==> config.mk <==
export PLATFORM = sky130hd
export DESIGN_NAME = apb_cfg_master
export DESIGN_NICKNAME = d
export VERILOG_FILES = /design/src/rtl/apb_cfg_master.sv
export SDC_FILE = /design/constraint.sdc
export NUM_CORES = 1
export LEC_CHECK = 0
export CAP_MARGIN = 20
export CELL_PAD_IN_SITES_DETAIL_PLACEMENT = 0
export CELL_PAD_IN_SITES_GLOBAL_PLACEMENT = 1
export CORE_ASPECT_RATIO = 0.8
export CORE_MARGIN = 1.5
export CORE_UTILIZATION = 40
export CTS_BUF_LIST = sky130_fd_sc_hd__clkbuf_16
export CTS_CLUSTER_DIAMETER = 30
export DETAILED_ROUTE_END_ITERATION = 8
export DONT_BUFFER_PORTS = 1
export PLACE_DENSITY = 0.78
export SLEW_MARGIN = 20
export SYNTH_ARGS = -nofsm -noshare
export SYNTH_HDL_FRONTEND = slang
export SYNTH_SLANG_ARGS = --single-unit
==> constraint.sdc <==
create_clock -name I_PCLK -period 1.25 [get_ports I_PCLK]
set_input_delay 0.3125 -clock I_PCLK [delete_from_list [all_inputs] [get_ports I_PCLK]]
set_output_delay 0.3125 -clock I_PCLK [all_outputs]
set_load 0.1 [all_outputs]
==> src/rtl/apb_cfg_master.sv <==
// apb_cfg_master: APB initiator for the rotate core's register block.
// Turns single-word valid/ready commands into APB SETUP/ACCESS transfers and
// returns one response pulse per command.
//
// Optional feature macro: APB_TIMEOUT_EN
//   defined   -> ACCESS is aborted after TIMEOUT_CYC wait cycles (O_RSP_ERR=1)
//   undefined -> ACCESS waits indefinitely, O_RSP_ERR tied to 0
//
// Ports:
//   I_PCLK, I_PRESET_N            clock, synchronous active-low reset
//   I_CMD_VALID / O_CMD_READY     command handshake (READY follows I_PREADY in ACCESS)
//   I_CMD_WRITE/ADDR/WDATA        command fields, sampled on the accept edge only
//   O_RSP_VALID/RDATA/ERR         one-cycle response, no backpressure
//   O_BUSY                        state is not IDLE
//   O_PSEL/PENABLE/PWRITE/PADDR/PWDATA, I_PRDATA, I_PREADY   APB master side
module apb_cfg_master #(
    parameter int unsigned ADDR_W      = 32,
    parameter int unsigned DATA_W      = 32,
    parameter int unsigned TIMEOUT_CYC = 16
) (
    input  logic              I_PCLK,
    input  logic              I_PRESET_N,
    input  logic              I_CMD_VALID,
    output logic              O_CMD_READY,
    input  logic              I_CMD_WRITE,
    input  logic [ADDR_W-1:0] I_CMD_ADDR,
    input  logic [DATA_W-1:0] I_CMD_WDATA,
    output logic              O_RSP_VALID,
    output logic [DATA_W-1:0] O_RSP_RDATA,
    output logic              O_RSP_ERR,
    output logic              O_BUSY,
    output logic              O_PSEL,
    output logic              O_PENABLE,
    output logic              O_PWRITE,
    output logic [ADDR_W-1:0] O_PADDR,
    output logic [DATA_W-1:0] O_PWDATA,
    input  logic [DATA_W-1:0] I_PRDATA,
    input  logic              I_PREADY
);

    typedef enum logic [1:0] {
        ST_IDLE   = 2'd0,
        ST_SETUP  = 2'd1,
        ST_ACCESS = 2'd2
    } state_t;

    state_t            state_q;
    state_t            state_d;
    logic              load_c;
    logic              done_c;
    logic              abort_c;
    logic              timeout_hit;
    logic              pwrite_q;
    logic [ADDR_W-1:0] paddr_q;
    logic [DATA_W-1:0] pwdata_q;
    logic              rsp_valid_q;
    logic [DATA_W-1:0] rsp_rdata_q;

    // Legal TIMEOUT_CYC range is 1..255; this block only marks an illegal setting.
    if (TIMEOUT_CYC < 1 || TIMEOUT_CYC > 255) begin : g_timeout_cyc_out_of_range
    end

`ifdef APB_TIMEOUT_EN
    localparam int unsigned CNT_W = 8;
    localparam logic [CNT_W-1:0] TO_LIM = CNT_W'(TIMEOUT_CYC);

    logic [CNT_W-1:0] wait_cnt_q;
    logic             rsp_err_q;

    // Counter holds the wait cycles already seen; this cycle would be number TO_LIM.
    assign timeout_hit = (wait_cnt_q == TO_LIM - CNT_W'(1));

    // Wait-cycle counter, cleared whenever a new transfer enters SETUP.
    always_ff @(posedge I_PCLK) begin
        if (!I_PRESET_N) begin
            wait_cnt_q <= '0;
        end else if (state_d == ST_SETUP) begin
            wait_cnt_q <= '0;
        end else if (state_q == ST_ACCESS && !I_PREADY) begin
            wait_cnt_q <= wait_cnt_q + CNT_W'(1);
        end
    end

    // Error flag follows the kind of termination of the last transfer.
    always_ff @(posedge I_PCLK) begin
        if (!I_PRESET_N) begin
            rsp_err_q <= 1'b0;
        end else if (done_c) begin
            rsp_err_q <= 1'b0;
        end else if (abort_c) begin
            rsp_err_q <= 1'b1;
        end
    end

    assign O_RSP_ERR = rsp_err_q;
`else
    assign timeout_hit = 1'b0;
    assign O_RSP_ERR   = 1'b0;
`endif

    // Next-state, command accept and transfer termination decode.
    always_comb begin
        state_d     = state_q;
        O_CMD_READY = 1'b0;
        load_c      = 1'b0;
        done_c      = 1'b0;
        abort_c     = 1'b0;
        case (state_q)
            ST_IDLE: begin
                O_CMD_READY = 1'b1;
                if (I_CMD_VALID) begin
                    load_c  = 1'b1;
                    state_d = ST_SETUP;
                end
            end
            ST_SETUP: begin
                state_d = ST_ACCESS;
            end
            ST_ACCESS: begin
                // Completion edge can accept the next command to stream without IDLE.
                O_CMD_READY = I_PREADY;
                if (I_PREADY) begin
                    done_c = 1'b1;
                    if (I_CMD_VALID) begin
                        load_c  = 1'b1;
                        state_d = ST_SETUP;
                    end else begin
                        state_d = ST_IDLE;
                    end
                end else if (timeout_hit) begin
                    abort_c = 1'b1;
                    state_d = ST_IDLE;
                end
            end
            default: begin
                state_d = ST_IDLE;
            end
        endcase
    end

    // State, APB address/data phase registers and response registers.
    always_ff @(posedge I_PCLK) begin
        if (!I_PRESET_N) begin
            state_q     <= ST_IDLE;
            pwrite_q    <= 1'b0;
            paddr_q     <= '0;
            pwdata_q    <= '0;
            rsp_valid_q <= 1'b0;
            rsp_rdata_q <= '0;
        end else begin
            state_q     <= state_d;
            rsp_valid_q <= done_c | abort_c;
            if (load_c) begin
                pwrite_q <= I_CMD_WRITE;
                paddr_q  <= I_CMD_ADDR & ~ADDR_W'(3);
                pwdata_q <= I_CMD_WDATA;
            end
            if (done_c) begin
                rsp_rdata_q <= pwrite_q ? '0 : I_PRDATA;
            end else if (abort_c) begin
                rsp_rdata_q <= '0;
            end
        end
    end

    assign O_BUSY      = (state_q != ST_IDLE);
    assign O_PSEL      = (state_q != ST_IDLE);
    assign O_PENABLE   = (state_q == ST_ACCESS);
    assign O_PWRITE    = pwrite_q;
    assign O_PADDR     = paddr_q;
    assign O_PWDATA    = pwdata_q;
    assign O_RSP_VALID = rsp_valid_q;
    assign O_RSP_RDATA = rsp_rdata_q;

endmodule

# --- Word-level counts from Yosys, hierarchy flattened ---
# Cells that the tools add are included.
totals:
  reg_bits: 98
  in_bits: 101
  out_inout_bits: 103
  elab_cells: 25
classes:
  eq_ne: 4
  muxes: 12
  n_reduce_logical: 3
ops:
  columns: ["operator", "count"]
  rows:
  - ["32-bit two-way mux", 2]
  - ["2-bit one-hot mux with 3 select lines", 1]
  - ["1-bit two-way mux", 5]
  - ["2-bit two-way mux", 2]
  - ["1-bit one-hot mux with 2 select lines", 2]
  - ["2-bit by 1-bit == test with 1-bit output (second input constant)", 1]
  - ["2-bit == test (second input constant)", 1]
  - ["2-bit zero test", 1]
  - ["2-bit by 1-bit inequality test with 1-bit output (second input constant)", 1]
  - ["2-bit inequality test (second input constant)", 1]
  - ["2-bit AND reduction", 1]
  - ["2-bit nonzero test", 1]

# --- Longest topological paths before layout ---
logic_depth:
  depth_word: 3
  mapped_depth: 5

# --- Worst setup path before layout ---
# No wires, ideal clock.
synth_path:
  path_kind: "reg2out"
  from: "register state_q[1]"
  to: "output O_PENABLE"
  arrival_ns: 1.727
  required_time_ns: 0.938
  path_slack_ns: -0.789
  path_stages_with_launch: 2
  n_path_buf: 0
  cell_sequence: "dfxtp_1 -> nor2b_1"
synth_via:
  elab_chain_cells: 1
synth_lines:
  columns: ["item", "line_no", "source"]
  rows:
  - ["start: declaration", "47", "state_t state_q;"]
  - ["start signal: assignment", "151", "state_q <= state_d;"]
  - ["2-bit == test", "168", "assign O_PENABLE = (state_q == ST_ACCESS);"]
  - ["end: declaration", "33", "output logic O_PENABLE,"]
# No other way between the ends.

# --- Worst setup path in the final report ---
layout_path:
  from: "register state_q[1]"
  to: "output O_PSEL"
layout_via:
  elab_chain_cells: 1
layout_lines:
  columns: ["item", "line_no", "source"]
  rows:
  - ["2-bit nonzero test", null, null]
  - ["end: declaration", "32", "output logic O_PSEL,"]
# No other way between the ends.

==> impl_metrics.py <==
metrics = {
    "status": {
        "status": "finished, violations left",
        "violations": "setup timing",
    },
    "cells_and_area": {
        "area_growth_pct": 67.7,
        "final_util_pct": 69.3,
        "fillers": 689,
        "layout-drive-gt1-share_pct": 31.8,
        "design_area_um2": 6750,
        "diodes": 0,
        "nNetsFinal": 640,
    },
    "worst_setup_path": {
        "endpoint_kind": "output port",
        "crit_required_ns": 0.94,
        "worstSetupPathType": "reg2out",
        "cp_max_fo": 3,
        "cp-start-kind": "register",
        "worstPathArrival_ns": 1.20,
    },
    "floorplanning": {
        "die_h_um": 92.7,
        "initial_core_util_pct": 41.3,
        "fp-row-count": 32,
        "core-area_um2": 9730,
        "die_width_um": 115,
        "io_pins": 204,
        "die_area_um2": 10700,
    },
    "synthesis": {
        "avgSynthCellArea_um2": 9.21,
        "synth_seq_area_share_pct": 48.8,
        "yosys_warnings": 0,
        "syn-cell-area_um2": 4020,
        "synthCells": 437,
        "ys_ff_latch": 98,
        "synth_area_leaders": "dfxtp_1, mux2i_1, nand2_1",
        "netlist-cell-type-count": 19,
        "synth_top_area_share_pct": 48.8,
        "synth_top_cell_by_area": "dfxtp_1",
    },
    "route": {
        "viasPerCell": 5.00,
        "routed_wirelength_mm": 11.1,
        "dr.pass1.iters": 4,
        "num_vias": 3403,
        "postRouteAntennaNets": 0,
        "routedWlPerCell_um": 16.3,
        "initialDrtViolationCount": 192,
        "drc": 0,
    },
    "cts": {
        "cts_root_buf": "clkbuf_16",
        "htree_num_levels": 3,
        "clock_path_buffers": 2,
        "clkLatencyLatePin_ns": 0.33,
        "cts_tree": "built",
        "cts_buffers": 9,
        "cts.reportedPaths.clkPinSlew_ns": 0.07,
        "clock-sinks": 98,
    },
    "timing": {
        "setup_viol": 95,
        "fin_ws_ns": -0.260,
        "rsz0062_at_grt": "yes",
        "hold_violations": 0,
        "finalMaxSlewViolations": 0,
        "min_period_ns": 1.51,
        "max_freq_mhz": 662,
        "hold_slack_ns": 0.107,
        "fin_crit_sh_pct": 121,
        "finalClockSkew_ns": 0.00533,
    },
    "placement": {
        "place_congestion": 0.738,
        "portBuffers": 0,
        "detailed_place_hpwl_mm": 7.26,
        "dpl_cell_area_um2": 6080,
    },
    "grt": {
        "gr-total-overflow": 0,
        "grt_pass1_wl_mm": 16.2,
        "antenna_found_initial": 0,
        "grt_max_degree": 194,
        "first_global_vias": 3331,
        "grt_use_total_pct": 19.6,
    },
    "job": {
        "cap_violations": 0,
    },
    "pwr": {
        "p_leak_nw": 2.71,
        "p_total_mw": 9.05,
        "ir_drop_mv": 1.04,
        "power_per_cell_area_nw_per_um2": 1340,
    },
    "min_path": {
        "hp-class": "in2reg",
    },
}
## layer usage
layer  wire [µm]  vias to the layer above  GRT usage [%]
met1        4620                     1584           22.5
met4         200                        0           6.58
met5           0                        -              0
li1            -                     1660              -
met3         882                       18           7.33
met2        5350                      141           33.7
## cells by family (layout without fill, tap and decap cells)
group / Yosys count / count (layout) / synth area share (%)
AO/OA/AOI/OAI: 32 / 32 / 3.98
other: 1 / 3 / 0.0932
AND/OR/NAND/NOR: 200 / 200 / 23.5
flip-flops: 98 / 98 / 48.8
multiplexers: 64 / 64 / 15.9
buffers and inverters: 42 / 147 / 7.68
## layout make-up
cell class | instances | area (µm²) | share of cell area, %
clock inverter | 7 | 92.6 | 1.37
timing repair buffer | 131 | 2460 | 36.5
sequential | 98 | 1980 | 29.4
multi-input combinational | 299 | 1810 | 26.9
clock buffer | 9 | 225 | 3.34
tap | 136 | 170 | 2.52
## report_power, final
group	internal, mW	switching (mW)
sequential	3.29	0.139
combinational	0.989	1.68
clock	1.75	1.20
total	6.03	3.02
## cell usage in the layout (no fill, tap or decap), drive strengths merged
cell        n
and2        2
and3b       1
buf       129
bufinv      2
clkbuf     11
clkinv      2
clkinvlp    2
conb        3
dfxtp      98
inv         1
mux2i      64
nand2     158
nand4b     32
nor2        2
nor2b       3
nor3b       1
o21ai      32
or2         1
## sequential cells by signal (all words and copies together), names as in the netlist
name / flops
O_PWDATA: 32
O_RSP_VALID: 1
state_q: 2
O_RSP_RDATA: 32
O_PADDR: 30
O_PWRITE: 1
## cells in the mapped netlist, drive strengths merged
cell type and number:
nand2 158, dfxtp 98, mux2i 64, nand4b 32
o21ai 32, buf 21, clkbuf 21, nor2b 3
and2 2, nor2 2, and3b 1, conb 1
nor3b 1, or2 1
## final timing paths
check / startpoint / endpoint / slack, ns / depth (start not counted)
min reg2reg: O_RSP_RDATA[6]$_SDFFE_PN0P_ / O_RSP_RDATA[6]$_SDFFE_PN0P_ / 0.48 / 2
max reg2reg: state_q[1]$_SDFFE_PN0P_ / O_PWDATA[3]$_SDFFE_PN0P_ / -0.22 / 7
max: state_q[1]$_SDFFE_PN0P_ / O_PSEL / -0.26 / 3
min: I_CMD_WRITE / O_PWRITE$_SDFFE_PN0P_ / 0.11 / 2
## worst max-delay path, stage by stage (launching register included)
cell and delay, ns:
dfxtp_2 0.32, buf_6 0.11, or2_4 0.23, buf_12 0.20
## through the flow
stage                     setup WS (ns)  std cells  TNS, ns
after detailed placement        -0.0639        646   -0.280
final                            -0.260        680   -11.38
after CTS                        -0.294        677   -14.12
after global placement           0.0193        646        0
after floorplan                  -0.281        439   -0.294
after global routing             -0.313        680   -17.98
## timing repair
item	CTS	global route
gates resized for setup	20	25
buffers inserted	8	5
endpoints found under the setup margin	38	109
cloned	7	4
pin swaps	27	5
hold buffers	0	0
Note: power is estimated with default switching activity, not from simulation.
